[src/rtl/ps2_pkg.sv]
// Shared PS/2 link-layer definitions.
// Used by the byte receiver and the host-to-device transmitter.
package ps2_pkg;

  typedef enum logic [1:0] {
    ST_IDLE   = 2'd0,
    ST_DATA   = 2'd1,
    ST_PARITY = 2'd2,
    ST_STOP   = 2'd3
  } ps2_state_e;

  localparam int PS2_DATA_BITS       = 8;
  localparam int PS2_FRAME_BITS      = 11;
  localparam int PS2_TIMEOUT_DEFAULT = 10000;

endpackage

[src/rtl/ps2_byte_receiver_if.sv]
// Byte delivery bundle from the PS/2 receiver
// to the mouse packet decoder.
interface ps2_byte_receiver_if;

  logic [7:0] received_data;
  logic       received_data_en;
  logic       frame_error;

  modport master (
    output received_data,
    output received_data_en,
    output frame_error
  );

  modport slave (
    input received_data,
    input received_data_en,
    input frame_error
  );

endinterface

[src/rtl/ps2_sync_edge.sv]
// Multi-flop synchroniser with registered falling-edge detect.
// level_o is the synchronised level aligned with fe_o.
module ps2_sync_edge #(
  parameter int STAGES = 2
) (
  input  logic clock,
  input  logic reset,
  input  logic line_i,
  output logic level_o,
  output logic fe_o
);

  logic [STAGES-1:0] sync_q, sync_d;
  logic [STAGES-1:0] flush_q, flush_d;
  logic              prev_q, prev_d;
  logic              arm_q, arm_d;
  logic              fe_q, fe_d;
  logic              cur;

  // Edges are armed only once a real high has crossed the chain,
  // so a line held low through reset never looks like a fall.
  always_comb begin
    cur     = sync_q[STAGES-1];
    sync_d  = {sync_q[STAGES-2:0], line_i};
    flush_d = {flush_q[STAGES-2:0], 1'b1};
    prev_d  = cur;
    arm_d   = arm_q | (flush_q[STAGES-1] & cur);
    fe_d    = arm_q & prev_q & ~cur;
  end

  always_ff @(posedge clock) begin
    if (reset) begin
      sync_q  <= '1;
      flush_q <= '0;
      prev_q  <= 1'b1;
      arm_q   <= 1'b0;
      fe_q    <= 1'b0;
    end else begin
      sync_q  <= sync_d;
      flush_q <= flush_d;
      prev_q  <= prev_d;
      arm_q   <= arm_d;
      fe_q    <= fe_d;
    end
  end

  assign level_o = prev_q;
  assign fe_o    = fe_q;

endmodule

[src/rtl/ps2_byte_receiver.sv]
// Receive-only PS/2 deframer: start, 8 data LSB-first,
// odd parity, stop; one-cycle strobes for bytes and errors.
module ps2_byte_receiver
  import ps2_pkg::*;
#(
  parameter int TIMEOUT_CYCLES = PS2_TIMEOUT_DEFAULT,
  parameter int SYNC_STAGES    = 2
) (
  input  logic clock,
  input  logic reset,
  input  logic PS2_CLK,
  input  logic PS2_DAT,
  ps2_byte_receiver_if.master rx
);

  localparam int TW = $clog2(TIMEOUT_CYCLES + 1);
  localparam int BW = $clog2(PS2_DATA_BITS);
  localparam logic [TW-1:0] TMO_MAX  = TW'(TIMEOUT_CYCLES);
  localparam logic [BW-1:0] LAST_BIT = BW'(PS2_DATA_BITS - 1);

  localparam logic [1:0] S_IDLE   = ST_IDLE;
  localparam logic [1:0] S_DATA   = ST_DATA;
  localparam logic [1:0] S_PARITY = ST_PARITY;
  localparam logic [1:0] S_STOP   = ST_STOP;

  logic fe, bit_s;
  logic clk_lvl_unused, dat_fe_unused;

  ps2_sync_edge #(.STAGES(SYNC_STAGES)) u_clk_sync (
    .clock   (clock),
    .reset   (reset),
    .line_i  (PS2_CLK),
    .level_o (clk_lvl_unused),
    .fe_o    (fe)
  );

  ps2_sync_edge #(.STAGES(SYNC_STAGES)) u_dat_sync (
    .clock   (clock),
    .reset   (reset),
    .line_i  (PS2_DAT),
    .level_o (bit_s),
    .fe_o    (dat_fe_unused)
  );

  logic [1:0]    state_q, state_d;
  logic [BW-1:0] bit_cnt_q, bit_cnt_d;
  logic [7:0]    shift_q, shift_d;
  logic          par_q, par_d;
  logic [TW-1:0] tmo_q, tmo_d;
  logic [7:0]    data_q, data_d;
  logic          en_q, en_d;
  logic          err_q, err_d;
  logic          tmo_hit;

  always_comb begin
    state_d   = state_q;
    bit_cnt_d = bit_cnt_q;
    shift_d   = shift_q;
    par_d     = par_q;
    data_d    = data_q;
    en_d      = 1'b0;
    err_d     = 1'b0;
    tmo_hit   = (state_q != S_IDLE) && (tmo_q == TMO_MAX);

    if (state_q == S_IDLE || fe || tmo_hit)
      tmo_d = '0;
    else if (tmo_q != TMO_MAX)
      tmo_d = tmo_q + 1'b1;
    else
      tmo_d = tmo_q;

    // A stalled frame wins over an edge landing in the same cycle.
    if (tmo_hit) begin
      state_d   = S_IDLE;
      bit_cnt_d = '0;
      shift_d   = '0;
      err_d     = 1'b1;
    end else if (fe) begin
      unique case (state_q)
        S_IDLE: begin
          if (!bit_s) begin
            state_d   = S_DATA;
            bit_cnt_d = '0;
          end else begin
            err_d = 1'b1;
          end
        end
        S_DATA: begin
          shift_d   = {bit_s, shift_q[7:1]};
          bit_cnt_d = bit_cnt_q + 1'b1;
          if (bit_cnt_q == LAST_BIT)
            state_d = S_PARITY;
        end
        S_PARITY: begin
          par_d   = bit_s;
          state_d = S_STOP;
        end
        S_STOP: begin
          state_d = S_IDLE;
          if (bit_s && (^{shift_q, par_q})) begin
            data_d = shift_q;
            en_d   = 1'b1;
          end else begin
            err_d = 1'b1;
          end
        end
        default: state_d = S_IDLE;
      endcase
    end
  end

  always_ff @(posedge clock) begin
    if (reset) begin
      state_q   <= S_IDLE;
      bit_cnt_q <= '0;
      shift_q   <= '0;
      par_q     <= 1'b0;
      tmo_q     <= '0;
      data_q    <= 8'h00;
      en_q      <= 1'b0;
      err_q     <= 1'b0;
    end else begin
      state_q   <= state_d;
      bit_cnt_q <= bit_cnt_d;
      shift_q   <= shift_d;
      par_q     <= par_d;
      tmo_q     <= tmo_d;
      data_q    <= data_d;
      en_q      <= en_d;
      err_q     <= err_d;
    end
  end

  assign rx.received_data    = data_q;
  assign rx.received_data_en = en_q;
  assign rx.frame_error      = err_q;

endmodule

[src/flat_wrapper.sv]
// flat-port wrapper written by rule: the top's interface ports become plain ports
module ps2_byte_receiver_flat import ps2_pkg::*;
#(
  parameter int TIMEOUT_CYCLES = PS2_TIMEOUT_DEFAULT,
  parameter int SYNC_STAGES    = 2
)
  (clock, reset, PS2_CLK, PS2_DAT, rx_received_data, rx_received_data_en, rx_frame_error);
  ps2_byte_receiver_if rx_i ();
  input  logic clock;
  input  logic reset;
  input  logic PS2_CLK;
  input  logic PS2_DAT;
  output wire logic [$bits(rx_i.received_data)-1:0] rx_received_data;
  output wire logic [$bits(rx_i.received_data_en)-1:0] rx_received_data_en;
  output wire logic [$bits(rx_i.frame_error)-1:0] rx_frame_error;
  assign rx_received_data = rx_i.received_data;
  assign rx_received_data_en = rx_i.received_data_en;
  assign rx_frame_error = rx_i.frame_error;
  ps2_byte_receiver #(.TIMEOUT_CYCLES(TIMEOUT_CYCLES), .SYNC_STAGES(SYNC_STAGES)) u_core (.clock(clock), .reset(reset), .PS2_CLK(PS2_CLK), .PS2_DAT(PS2_DAT), .rx(rx_i));
endmodule
[config.mk]
export PLATFORM = sky130hd
export DESIGN_NAME = ps2_byte_receiver_flat
export DESIGN_NICKNAME = d
export VERILOG_FILES = /design/src/rtl/ps2_pkg.sv /design/src/rtl/ps2_byte_receiver_if.sv /design/src/rtl/ps2_sync_edge.sv /design/src/rtl/ps2_byte_receiver.sv /design/src/flat_wrapper.sv
export SDC_FILE = /design/constraint.sdc
export NUM_CORES = 1
export LEC_CHECK = 0
export ABC_AREA = 1
export CAP_MARGIN = 25
export CORE_ASPECT_RATIO = 0.7
export CORE_MARGIN = 1
export CORE_UTILIZATION = 62
export CTS_CLUSTER_DIAMETER = 200
export DETAILED_ROUTE_END_ITERATION = 10
export GPL_ROUTABILITY_DRIVEN = 1
export PLACE_DENSITY = 0.83
export SETUP_SLACK_MARGIN = 0.3
export SYNTH_ARGS = -nofsm -noshare
export SYNTH_HDL_FRONTEND = slang
export SYNTH_SLANG_ARGS = --single-unit
[constraint.sdc]
create_clock -name clock -period 3.5 [get_ports clock]
set_input_delay 0.7 -clock clock [delete_from_list [all_inputs] [get_ports clock]]
set_output_delay 0.7 -clock clock [all_outputs]
set_load 0.1 [all_outputs]
; Word level (Yosys, flattened, before mapping)
; Cells that the tools add are included.
[word_totals]
register_bits = 48
in_bits = 4
out_inout_bits = 10
wordCells = 62
[classes]
n_addsub = 2
eq_ne = 8
mux = 12
n_bitwise = 8
reduce_logical = 16
[op_table]
columns = op, n
row1 = $add A14 B1 Y14 const B, 1
row2 = $eq A14 B14 Y1 const B, 1
row3 = $ne A14 B14 Y1 const B, 1
row4 = $reduce_and A3 Y1, 3
row5 = $reduce_xor A9 Y1, 1
row6 = $pmux W2 S4, 1
row7 = $mux W1, 6
row8 = $pmux W3 S2, 1
row9 = $eq A2 B2 Y1 const B, 2
row10 = $mux W2, 2
row11 = $not A1 Y1, 4
row12 = $reduce_and A4 Y1, 1
row13 = $reduce_bool A2 Y1, 2
row14 = $reduce_or A2 Y1, 2
row15 = $reduce_or A4 Y1, 1
row16 = $add A3 B1 Y3 const B, 1
row17 = $and A1 B1 Y1, 3
row18 = $eq A3 B3 Y1 const B, 1
row19 = $mux W3, 1
row20 = $eq A2 B1 Y1 const B, 1
row21 = $logic_and A1 B1 Y1, 2
row22 = $logic_not A2 Y1, 1
row23 = $logic_or A1 B1 Y1, 2
row24 = $ne A2 B1 Y1 const B, 1
row25 = other kinds (4), 4

; Longest topological paths before layout
; Gate-level depths: netlist of run 1.
[logic_depth]
depth_word = 6
mapped_depth = 13
ltp_nobuf = 13

; Modules after synthesis
; Synthesis of run 1 repeated with hierarchy kept, for this count alone.
[unflattened]
cells_unflattened = 304
hier_area_um2 = 2332.2
[modules_own_cells]
columns = mod, n_inst, cells_each, area_each_um2
row1 = ps2_byte_receiver, 1, 266, 1939.4
row2 = ps2_sync_edge, 2, 19, 196.4

; Worst setup path before layout of run 1
; Ideal clock, no wire load.
[synth_timing]
path_kind = flip-flop to output port
from = register u_core.data_q[0], in the netlist u_core.rx.received_data[0]
to = output rx_received_data[0]
arrival_time_ns = 0.925
t_required_ns = 2.800
path_slack_ns = 1.875
stages_incl_launch_ff = 1
n_path_buf = 0
path_cell_list = dfxtp_1
[synth_rtl]
columns = element, line
row1 = start: declaration, ps2_byte_receiver.sv:50  ; logic [7:0] data_q, data_d;
row2 = start signal: assignment, ps2_byte_receiver.sv:128  ; data_q <= data_d;
row3 = end: declaration, flat_wrapper.sv:13  ; output wire logic [$bits(rx_i.received_data)-1:0] rx_received_data;
; No word-level cell between the ends.

; Worst setup path after layout of run 1
[layout_timing]
from = register u_core.data_q[2], in the netlist u_core.rx.received_data[2]
to = output rx_received_data[2]
; No word-level cell between the ends.

==> results.ini, run 1 <==
[sta]
tightest_slew_ns=0.972
max-slew-margin-rel_pct=35.0
drv_slew=0
whs_ns=0.416
setup_violations=0
fin_crit_sh_pct=70.7
period_needed_ns=2.48
fmax_mhz=404
rsz0062_at_grt=false
finalHoldViolCount=0
setup_tns_ns=0
skew_ns=0.0107

[worst_setup_path]
critPathBufInv=1
crit_arrival_ns=1.78
path_cells=clkdlybuf4s50_1
r2r_start=u_core.tmo_q[0]
start_kind=register
critPathMaxFanout=2
cp_slowest_stage_delay_ns=1.13
r2r_end=u_core.tmo_q[11]
cp.required_ns=2.80
cp_top_family=buffers and inverters
crit_slowest_cell=clkdlybuf4s50_1
worst-setup-path-type=register to output port
cp-end-kind=output port
rrSetupSlack_ns=1.69
rr_worst_depth=6

[global_routing]
track_usage_pct=24.6
grt_pass1_wl_um=6830
grt_pass1_vias=1493
grt_start_max_net_pins=16
overflow=0
grt_antenna_before_repair=0

[yosys]
syn-num-nets=297
yosys_register_bits=48
async_reset_ff_share_pct=0
ys_types=28
syn_inst=284
synth-edff-count=0
yosys-top-cells-area=dfxtp_1 44%, nand2_1 9.7%, nand3_1 6.2%, nor2_1 5.9%, inv_1 5.7%
synthFlopType=dfxtp_1
yosys_warnings=0
syn_area_per_cell_um2=7.63
synth_most_common_cell=nand2_1
synth_common_cells=56 x nand2_1, 48 x dfxtp_1, 34 x nor2_1
synth.cell_area_um2=2170
yosysSeqAreaShare_pct=44.3
yosysTopAreaCellShare_pct=44.3
yosys.area.top_type=dfxtp_1

[clocking]
root_buffer=clkbuf_8
post-cts-setup-buffer-count=0
cts_tree=yes
htreeDepth=2
clock-sinks=48
clk_latency_ns=0.30
numCtsBuffers=5
clk_pin_slew_ns=0.08
clk_path_buf_depth=2
cts_hold_buf=0
cts_resized=0

[pwr]
comb_power_share_pct=1.8
p_sw_share_pct=20.0
net-switching-power_mw=0.197
pwr-share-seq_pct=55.9
power_density_nw_per_um2=404
clockPowerShare_pct=42.3
p_int_mw=0.791
vdd_drop_max_mv=0.312
p_leak_nw=0.925

[die]
dieArea_um2=3740
rows=17
io_pins=14
fp.dieW_um=72.7
floorplan.initialDensity_pct=67.0
core-area_um2=3230
die_y_um=51.5

[placement]
hpwlAfterDp_um=2940
portBuffers=13
gp_congestion=0.846

[finish]
diodes=0
drive_gt1_share_pct=8.36
regArea_um2=961
nets=311
multi_input_area_um2=1050
fill_cells=262
syn2layout_area_growth_pct=13.0

[drt]
vias=1820
drt_wl_total_um=4270
drt_iter0_drc=143
drc=0
viasPerCell=5.26
ant_nets=0
first_pass_iters=4
wire_per_inst_um=12.3

[status]
status=complete, no violations

[worst_hold_path]
hold_start=u_core.u_dat_sync.sync_q[1]
holdCritPathClass=register to register
holdPathStages=1
hold_path_end=u_core.u_dat_sync.level_o

[run]
cap_violations=0

## how the worst max path moves through the flow
stage / startpoint / to / slack [ns] / cells after the start
after floorplan: u_core.rx.received_data[0] / rx_received_data[0] / 1.88 / 0
after CTS: u_core.rx.received_data[2] / rx_received_data[2] / 1.01 / 1
after global routing: u_core.rx.received_data[6] / rx_received_data[6] / 0.97 / 1
after global placement: reset / u_core.tmo_q[11] / 1.07 / 5
after detailed placement: reset / u_core.tmo_q[11] / 0.98 / 5
final: u_core.rx.received_data[2] / rx_received_data[2] / 1.02 / 1
## worst reg2reg max path, cell delays in order (launching register included)
cell and delay, ns:
dfxtp_1 0.34, inv_1 0.08, nor3_1 0.47, nand2_1 0.22, nor3_1 0.34, a21oi_1 0.14
o21a_1 0.13
## logic make-up after synthesis
group	Yosys count	share of synthesized area, %
simple gates	147	32.2
flops	48	44.3
buf+inv	40	7.16
compound gates	33	8.31
fa+ha+maj	9	5.20
xor+xnor	7	2.83
## power groups by stage
stage | Combinational, mW | Clock, mW | Sequential (mW)
after global placement | 0.0170 | 0 | 0.566
after global routing | 0.0196 | 0.444 | 0.553
final | 0.0174 | 0.419 | 0.553
after floorplan | 0.0119 | 0 | 0.565
after CTS | 0.0175 | 0.418 | 0.553
after detailed placement | 0.0172 | 0 | 0.565
## sequential cells by signal, indices dropped and copies added (netlist names)
name                        flops
u_core.par_q                    1
u_core.u_clk_sync.fe_o          1
u_core.u_clk_sync.sync_q        2
u_core.u_dat_sync.sync_q        2
u_core.shift_q                  8
u_core.rx.received_data_en      1
u_core.rx.received_data         8
u_core.u_clk_sync.arm_q         1
u_core.state_q                  2
u_core.bit_cnt_q                3
u_core.tmo_q                   14
u_core.rx.frame_error           1
u_core.u_dat_sync.level_o       1
u_core.u_clk_sync.level_o       1
u_core.u_clk_sync.flush_q       2
## per-stage QoR
step	util (%)	worst slack, ns	cells	instance area, um^2	power (mW)
finish	75.8	1.02	346	2450	0.989
global route	75.8	0.966	346	2450	1.02
CTS	75.8	1.01	346	2450	0.989
detailed placement	72.0	0.982	338	2330	0.583
global placement	72.0	1.07	338	2330	0.583
floorplan	-	1.88	284	2170	0.577
## cell usage in the layout, fill, tap and decap left out, drive strengths merged
cell type and n:
nor2 35, clkinv 1, nor3 10, xor2 7
o21a 3, nor4 4, a22oi 2, o21bai 1
dfxtp 48, clkdlybuf4s50 13, nand4 3, nand3 28
ha 9, bufinv 1, inv 34, o21ai 6
nand2 59, or2 6, clkbuf 6, nor3b 2
a21oi 21
## final cells by class
class / instances / share of cell area [%]
multi-input combinational: 196 / 42.9
sequential: 48 / 39.2
timing repair buffer: 13 / 5.31
inverter: 34 / 5.21
clock buffer: 6 / 3.37
tap: 47 / 2.40
clock inverter: 2 / 1.58
## layer usage
metal,up-vias,part of all wire (%),global-route usage (%)
met5,-,0,0
met4,0,0.91,6.54
met3,4,4.7,7.30
met2,45,42,35.5
met1,831,52,35.6
li1,940,-,-
No activity file was read; power rests on OpenSTA's default activity.
==> run 2, diff against run 1 <==
--- a/config.mk
+++ b/config.mk
@@ -9,11 +9,11 @@
 export CAP_MARGIN = 25
 export CORE_ASPECT_RATIO = 0.7
 export CORE_MARGIN = 1
-export CORE_UTILIZATION = 62
+export CORE_UTILIZATION = 52
 export CTS_CLUSTER_DIAMETER = 200
 export DETAILED_ROUTE_END_ITERATION = 10
 export GPL_ROUTABILITY_DRIVEN = 1
-export PLACE_DENSITY = 0.83
+export PLACE_DENSITY = 0.74
 export SETUP_SLACK_MARGIN = 0.3
 export SYNTH_ARGS = -nofsm -noshare
 export SYNTH_HDL_FRONTEND = slang
==> constraint.sdc (replaced) <==
create_clock -name clock -period 2.1 [get_ports clock]
set_input_delay 0.42 -clock clock [delete_from_list [all_inputs] [get_ports clock]]
set_output_delay 0.42 -clock clock [all_outputs]
set_load 0.1 [all_outputs]
==> run 2 against run 1 <==
Critical path type is now register to register. Clock skew decreased by 0.0046 ns. Cell count increased by 2.9%. Count of clock-buffer cells in the layout decreased by 1. Critical endpoint is now u_core.state_q[0].
==> results.ini, run 2 (same netlist as run 1, synthesis figures left out) <==
[sta]
period_needed_ns=1.66
setup_violations=0  ; unchanged
setup_tns_ns=0  ; unchanged
finalWorstSetupSlack_ns=0.439  ; was 1.02 ns
rsz0062_at_grt=true  ; was false
fin_crit_sh_pct=79.1
finalHoldViolCount=0  ; unchanged
fmax_mhz=602
whs_ns=0.418  ; was 0.416 ns
drv_slew=0  ; unchanged
tightest_slew_ns=0.471  ; was 0.972 ns
max-slew-margin-rel_pct=68.5  ; was 35.0%
skew_ns=0.00618  ; was 0.0107 ns

[finish]
registers.top_by_ff_count=u_core.tmo_q  ; unchanged
final_cell_mix=56 x nand2_1, 47 x dfxtp_1, 33 x inv_1, 33 x nor2_1, 26 x nand3_1  ; was 56 x nand2_1, 48 x dfxtp_1, 34 x nor2_1
drive_gt1_share_pct=14.8  ; was 8.36%
syn2layout_area_growth_pct=15.8  ; was 13.0%
largest_register_ffs=14  ; unchanged
fill_cells=371  ; was 262
final_common_cell=nand2_1  ; unchanged
diodes=0  ; unchanged
nets=316  ; was 311

[worst_setup_path]
rrSetupSlack_ns=0.44  ; was 1.69 ns
r2r_start=u_core.state_q[1]  ; was u_core.tmo_q[0]
rr_worst_depth=6  ; unchanged
cp.required_ns=2.28  ; was 2.80 ns
endpoint=u_core.state_q[0]  ; was rx_received_data[2]
start_kind=register  ; unchanged
critPathMaxFanout=11  ; was 2
crit_arrival_ns=1.84  ; was 1.78 ns
r2r_end=u_core.state_q[0]  ; was u_core.tmo_q[11]
worst-setup-path-type=register to register  ; was register to output port
cp-end-kind=register  ; was output port
cp-startpoint=u_core.state_q[1]  ; was u_core.rx.received_data[2]

[clocking]
cts_hold_buf=0  ; unchanged
numCtsBuffers=5  ; unchanged
cts_tree=yes  ; unchanged
clk_latency_ns=0.31  ; was 0.30 ns
htreeDepth=2  ; unchanged
clk_pin_slew_ns=0.09  ; was 0.08 ns
clock-sinks=48  ; unchanged
root_buffer=clkbuf_8  ; unchanged
clk_path_buf_depth=2  ; unchanged

[global_routing]
grt_start_max_net_pins=17  ; was 16
overflow=0  ; unchanged
grt_pass1_vias=1540  ; was 1493
grt_antenna_before_repair=0  ; unchanged
grt_pass1_wl_um=7080  ; was 6830 um
track_usage_pct=21.0  ; was 24.6%

[pwr]
vdd_drop_max_mv=0.514  ; was 0.312 mV
p_int_mw=1.29  ; was 0.791 mW
power_density_nw_per_um2=654  ; was 404 nW/um^2
comb_power_share_pct=2.0  ; was 1.8%
clockPowerShare_pct=41.9  ; was 42.3%
net-switching-power_mw=0.351  ; was 0.197 mW
p_sw_share_pct=21.4  ; was 20.0%
pwr-share-seq_pct=56.1  ; was 55.9%
power.total_mw=1.64  ; was 0.989 mW
p_leak_nw=0.984  ; was 0.925 nW

[placement]
gp_congestion=0.809  ; was 0.846
portBuffers=13  ; unchanged
place_ws_ns=0.353  ; was 0.982 ns
hpwlAfterDp_um=3050  ; was 2940 um

[run]
cap_violations=0  ; unchanged

[die]
fp.dieW_um=79.2  ; was 72.7 um
rows=19  ; was 17
io_pins=14  ; unchanged
core-area_um2=3950  ; was 3230 um^2
die_y_um=56.0  ; was 51.5 um
dieArea_um2=4430  ; was 3740 um^2
floorplan.initialDensity_pct=54.9  ; was 67.0%

[worst_hold_path]
holdCritPathClass=register to register  ; unchanged
hold_start=u_core.u_dat_sync.sync_q[0]  ; was u_core.u_dat_sync.sync_q[1]

[drt]
drt_wl_total_um=4280  ; was 4270 um
first_pass_iters=4  ; unchanged
drc=0  ; unchanged
drt_iter0_drc=125  ; was 143
viasPerCell=5.12  ; was 5.26
ant_nets=0  ; unchanged
vias=1822  ; was 1820
wire_per_inst_um=12.0  ; was 12.3 um

[status]
status=complete, no violations  ; unchanged

## run 2: critical path, stage by stage, from the launching register on
cell,delay (ns)
dfxtp_1,0.35
inv_1,0.12
ha_2,0.32
inv_1,0.10
o21ai_0,0.39
o21bai_1,0.18
a21oi_1,0.08
## run 2: layout make-up
class / instances / area, um^2 / share of cell area [%]
clock inverters: 3 / 46.3 / 1.85
repair buffers: 18 / 155 / 6.18
flip-flops and latches: 48 / 962 / 38.4
multi-input cells: 196 / 1080 / 43.2
clock buffers: 5 / 68.8 / 2.74
inverters: 34 / 128 / 5.09
well taps: 52 / 65.1 / 2.59
## run 2: metal layers
metal | track usage, % | share of wire, % | wire length (um) | vias to the layer above
li1 | - | - | - | 945
met1 | 32.1 | 53 | 2270 | 835
met2 | 27.2 | 42 | 1810 | 39
met3 | 5.74 | 4.1 | 175 | 3
met4 | 8.05 | 0.54 | 23 | 0
met5 | 0 | 0 | 0 | -
## run 2: power groups by stage
stage	combinational, mW	sequential [mW]	clock (mW)
6_report	0.0329	0.922	0.687
3_5_place_dp	0.0326	0.943	0
3_3_place_gp	0.0321	0.942	0
5_1_grt	0.0369	0.923	0.746
2_1_floorplan	0.0198	0.942	0
4_1_cts	0.0329	0.922	0.699
## run 2: how the worst min path moves through the flow
stage,cells after the start,to
after detailed placement,1,u_core.u_dat_sync.level_o
after floorplan,2,u_core.u_clk_sync.flush_q[1]
final,1,u_core.u_dat_sync.sync_q[1]
after global placement,1,u_core.u_dat_sync.level_o
after CTS,1,u_core.u_dat_sync.level_o
after global routing,1,u_core.u_dat_sync.sync_q[1]
## run 2: timing repair
action                                  4_1_cts  5_1_grt
endpoints found under the setup margin        0        9
resized for setup                             0        9
buffers inserted                              0        2
## run 2: metrics by stage
stage	area [um^2]	cells	utilization [%]
floorplan	2170	284	-
finish	2510	356	63.6
CTS	2450	354	62.0
detailed placement	2330	346	59.1
global route	2510	356	63.6
global placement	2330	346	59.1
==> run 3, diff against run 2 <==
--- a/config.mk
+++ b/config.mk
@@ -9,11 +9,11 @@
 export CAP_MARGIN = 25
 export CORE_ASPECT_RATIO = 0.7
 export CORE_MARGIN = 1
-export CORE_UTILIZATION = 52
+export CORE_UTILIZATION = 58
 export CTS_CLUSTER_DIAMETER = 200
 export DETAILED_ROUTE_END_ITERATION = 10
 export GPL_ROUTABILITY_DRIVEN = 1
-export PLACE_DENSITY = 0.74
+export PLACE_DENSITY = 0.78
 export SETUP_SLACK_MARGIN = 0.3
 export SYNTH_ARGS = -nofsm -noshare
 export SYNTH_HDL_FRONTEND = slang
==> constraint.sdc (replaced) <==
create_clock -name clock -period 1.6 [get_ports clock]
set_input_delay 0.32 -clock clock [delete_from_list [all_inputs] [get_ports clock]]
set_output_delay 0.32 -clock clock [all_outputs]
set_load 0.1 [all_outputs]
==> run 3 against run 2 <==
The flow now stops in 5_1_grt. Synthesized cell count stayed put. Area after synthesis stayed put.
==> results.ini, run 3 <==
[status]
stop_stage=5_1_grt
error=[ERROR GRT-0232] Routing congestion too high. Check the congestion heatmap in the GUI.
status=did not finish  ; was complete, no violations

[die]
floorplan.initialDensity_pct=60.9  ; was 54.9%
rows=18  ; was 19
io_pins=14  ; unchanged
fp.dieW_um=75.1  ; was 79.2 um
die_y_um=53.1  ; was 56.0 um

[yosys]
async_reset_ff_share_pct=0  ; unchanged
synth_fa_ha_area_share_pct=5.20  ; unchanged
yosys.area.top_type=dfxtp_1  ; unchanged
yosysSeqAreaShare_pct=44.3  ; unchanged
yosys_warnings=0  ; unchanged
synthFlopType=dfxtp_1  ; unchanged
syn-num-nets=297  ; unchanged
synth_top_family_by_area=simple AND/OR/NAND/NOR gates  ; unchanged
synthMuxAreaShare_pct=0  ; unchanged
synth_xor_xnor_area_share_pct=2.83  ; unchanged
syn_area_per_cell_um2=7.63  ; unchanged
yosys_register_bits=48  ; unchanged
synth-edff-count=0  ; unchanged
yosys-top-cells-area=dfxtp_1 44%, nand2_1 9.7%, nand3_1 6.2%, nor2_1 5.9%, inv_1 5.7%  ; unchanged
ys_types=28  ; unchanged
synth_compound_area_share_pct=8.31  ; unchanged
yosysTopAreaCellShare_pct=44.3  ; unchanged
synth_common_cells=56 x nand2_1, 48 x dfxtp_1, 34 x nor2_1  ; unchanged
synth_most_common_cell=nand2_1  ; unchanged
syn_inst=284  ; unchanged
synth.cell_area_um2=2170  ; unchanged
synth-simple-area-share_pct=32.2  ; unchanged

[clocking]
numCtsBuffers=5  ; unchanged
root_buffer=clkbuf_8  ; unchanged
clock-sinks=48  ; unchanged
htreeDepth=2  ; unchanged
clk_path_buf_depth=2  ; unchanged
cts_hold_buf=0  ; unchanged

[sta]
worst_endpoint=u_core.rx.received_data[1]$_SDFFE_PP0P_/D
worst-ep-kind=register data pin

[global_routing]
overflow=80
grt_start_max_net_pins=16
track_usage_pct=77.0

[placement]
gp_congestion=0.820  ; was 0.809
place_area_um2=2640  ; was 2330 um^2
portBuffers=13  ; unchanged
hpwlAfterDp_um=3410  ; was 3050 um
place_ws_ns=-0.113  ; was 0.353 ns

## run 3: cell counts after synthesis
Identical to the previous run, type by type.
## run 3: routing by layer
layer	global-route usage, %	overflow
met1	76.4	0
met2	99.2	42
met3	47.4	3
met4	95.9	35
met5	0	0
## run 3: logic make-up after synthesis
logic type	Yosys count
and+or+nand+nor	147
buffers and inverters	40
AOI/OAI and AO/OA	33
adders and majority gates	9
DFF	48
xor gates and xnor gates	7
## run 3: stage by stage
stage / std cells / hold slack, ns
4_1_cts: 387 / 0.417
3_5_place_dp: 357 / 0.396
3_3_place_gp: 357 / 0.389
2_1_floorplan: 284 / 0.388
## run 3: timing repair
item	in CTS
endpoints found under the setup margin	38
pin swaps	19
buffers inserted	21
resized for setup	63
gates cloned	1
==> run 4, diff against run 3 <==
--- a/config.mk
+++ b/config.mk
@@ -7,14 +7,11 @@
 export LEC_CHECK = 0
 export ABC_AREA = 1
 export CAP_MARGIN = 25
-export CORE_ASPECT_RATIO = 0.7
 export CORE_MARGIN = 1
-export CORE_UTILIZATION = 58
-export CTS_CLUSTER_DIAMETER = 200
+export CORE_UTILIZATION = 40
 export DETAILED_ROUTE_END_ITERATION = 10
 export GPL_ROUTABILITY_DRIVEN = 1
-export PLACE_DENSITY = 0.78
-export SETUP_SLACK_MARGIN = 0.3
+export PLACE_DENSITY_LB_ADDON = 0.15
 export SYNTH_ARGS = -nofsm -noshare
 export SYNTH_HDL_FRONTEND = slang
 export SYNTH_SLANG_ARGS = --single-unit
==> run 4 against run 3 <==
The flow now finishes without violations.
==> results.ini, run 4 (same netlist as run 1, synthesis figures left out) <==
[status]
status=complete, no violations  ; was did not finish

[run]
cap_violations=0

[clocking]
clock-sinks=48  ; unchanged
numCtsBuffers=5  ; unchanged
clk_latency_ns=0.31
cts_tree=yes
root_buffer=clkbuf_8  ; unchanged
clk_pin_slew_ns=0.09
htreeDepth=2  ; unchanged
cts_hold_buf=0  ; unchanged
clk_path_buf_depth=2  ; unchanged

[global_routing]
grt_antenna_before_repair=0
grt_util_met2_pct=25.7
grt_start_max_net_pins=16
track_usage_pct=16.6
use_met1_pct=21.5
grt_pass1_vias=1627
top_usage_layer=met2
overflow=0
grt_pass1_wl_um=7000
met3_usage_pct=3.97

[finish]
syn2layout_area_growth_pct=33.9
drive_gt1_share_pct=33.1
diodes=0
largest_register_ffs=14
nets=335
registers.top_by_ff_count=u_core.tmo_q
final_cell_mix=46 x nand2_1, 36 x dfxtp_1, 29 x nor2_1
stdcell_area_um2=2900
final_common_cell=nand2_1
fin_util_pct=56.1

[worst_setup_path]
critPathBufInv=2
path_cells=inv_4 -> nand2_1 -> nand2_1 -> nand2_2 -> nand2_2 -> nand2_2 -> nand2_2 -> nand2_2 -> nand3_4 -> nor3_4 -> buf_6 -> nor2_1 -> nor2_1
crit_slowest_cell=dfxtp_4
crit_arrival_ns=1.81
cp-end-kind=register
cp_slowest_stage_delay_ns=0.38
cp_top_family=simple AND/OR/NAND/NOR gates
critPathMaxFanout=8
path_common_cell=nand2_2
start_kind=register
worst-setup-path-type=register to register
cp.required_ns=1.85

[die]
core-area_um2=5170
io_pins=14  ; unchanged
die_y_um=75.6  ; was 53.1 um
dieArea_um2=5720
floorplan.initialDensity_pct=41.9  ; was 60.9%
fp.dieW_um=75.6  ; was 75.1 um
rows=26  ; was 18

[drt]
vias=1815
viasPerCell=4.62
drt_wl_total_um=4390
ant_nets=0
wire_per_inst_um=11.2
first_pass_iters=5
drc=0
drt_iter0_drc=110

[sta]
period_needed_ns=1.56
setup_violations=0
fmax_mhz=640
finalHoldViolCount=0
max-slew-margin-rel_pct=73.4
finalWorstSetupSlack_ns=0.0365
skew_ns=0.00874
rsz0062_at_grt=true
fin_crit_sh_pct=97.7
drv_slew=0
tightest_slew_ns=0.396

[worst_hold_path]
holdCritPathClass=register to register

[placement]
place_ws_ns=0.0142  ; was -0.113 ns
hpwlAfterDp_um=3070  ; was 3410 um
place_area_um2=2600  ; was 2640 um^2
gp_congestion=0.753  ; was 0.820
portBuffers=13  ; unchanged

[pwr]
power_density_nw_per_um2=680
vdd_drop_max_mv=0.558
p_leak_nw=1.11
power.total_mw=1.97

==> run 4: per-stage QoR <==
| step | instances | hold slack, ns | setup TNS (ns) |
|---|---|---|---|
| after global placement | 378 | 0.391 | 0 |
| after global routing | 393 | 0.432 | -0.643 |
| after CTS | 386 | 0.410 | 0 |
| final | 393 | 0.400 | 0 |
| after floorplan | 284 | 0.388 | 0 |
| after detailed placement | 378 | 0.399 | 0 |
==> run 4: path summary, 6_finish.rpt <==
check | start | end | slack [ns] | cells past startpoint
setup / recovery | u_core.shift_q[0] | u_core.rx.received_data[4] | 0.04 | 13
hold / removal | u_core.u_clk_sync.flush_q[0] | u_core.u_clk_sync.flush_q[1] | 0.40 | 2
setup reg to reg | u_core.shift_q[0] | u_core.rx.received_data[4] | 0.04 | 13
hold reg to reg | u_core.u_clk_sync.flush_q[0] | u_core.u_clk_sync.flush_q[1] | 0.40 | 2
==> run 4: worst register-to-register path: stages (launching register included) <==
cell,delay [ns]
dfxtp_4,0.38
inv_4,0.04
nand2_1,0.05
nand2_1,0.08
nand2_2,0.10
nand2_2,0.05
nand2_2,0.09
nand2_2,0.06
nand2_2,0.08
nand3_4,0.10
nor3_4,0.18
buf_6,0.15
nor2_1,0.04
nor2_1,0.09
==> run 4: layer usage <==
layer  up-vias  routed length, um  share of wire [%]
li1        986                  -                  -
met1       798               2180                 50
met2        23               2000                 46
met3         8                110                2.5
met4         0                 93                2.1
met5         -                  0                  0
==> run 4: repair_timing <==
action                                  4_1_cts  5_1_grt
endpoints found under the setup margin        1       20
resized for setup                             1       61
pin swaps                                     0       20
setup buffers                                 0        7
==> run 4: area by class of cell <==
| type | count | area [um^2] |
|---|---|---|
| fillers | 462 | 2270 |
| multi-input cells | 196 | 1180 |
| flip-flops and latches | 48 | 986 |
| repair buffers | 37 | 427 |
| inverters | 34 | 130 |
| well taps | 70 | 87.6 |
| clock buffers | 5 | 68.8 |
| clock inverters | 3 | 18.8 |
==> run 4: power by group <==
group	total, mW	switching [mW]	internal, mW
sequential	1.20	0.00460	1.20
clock	0.722	0.417	0.305
combinational	0.0502	0.0255	0.0247
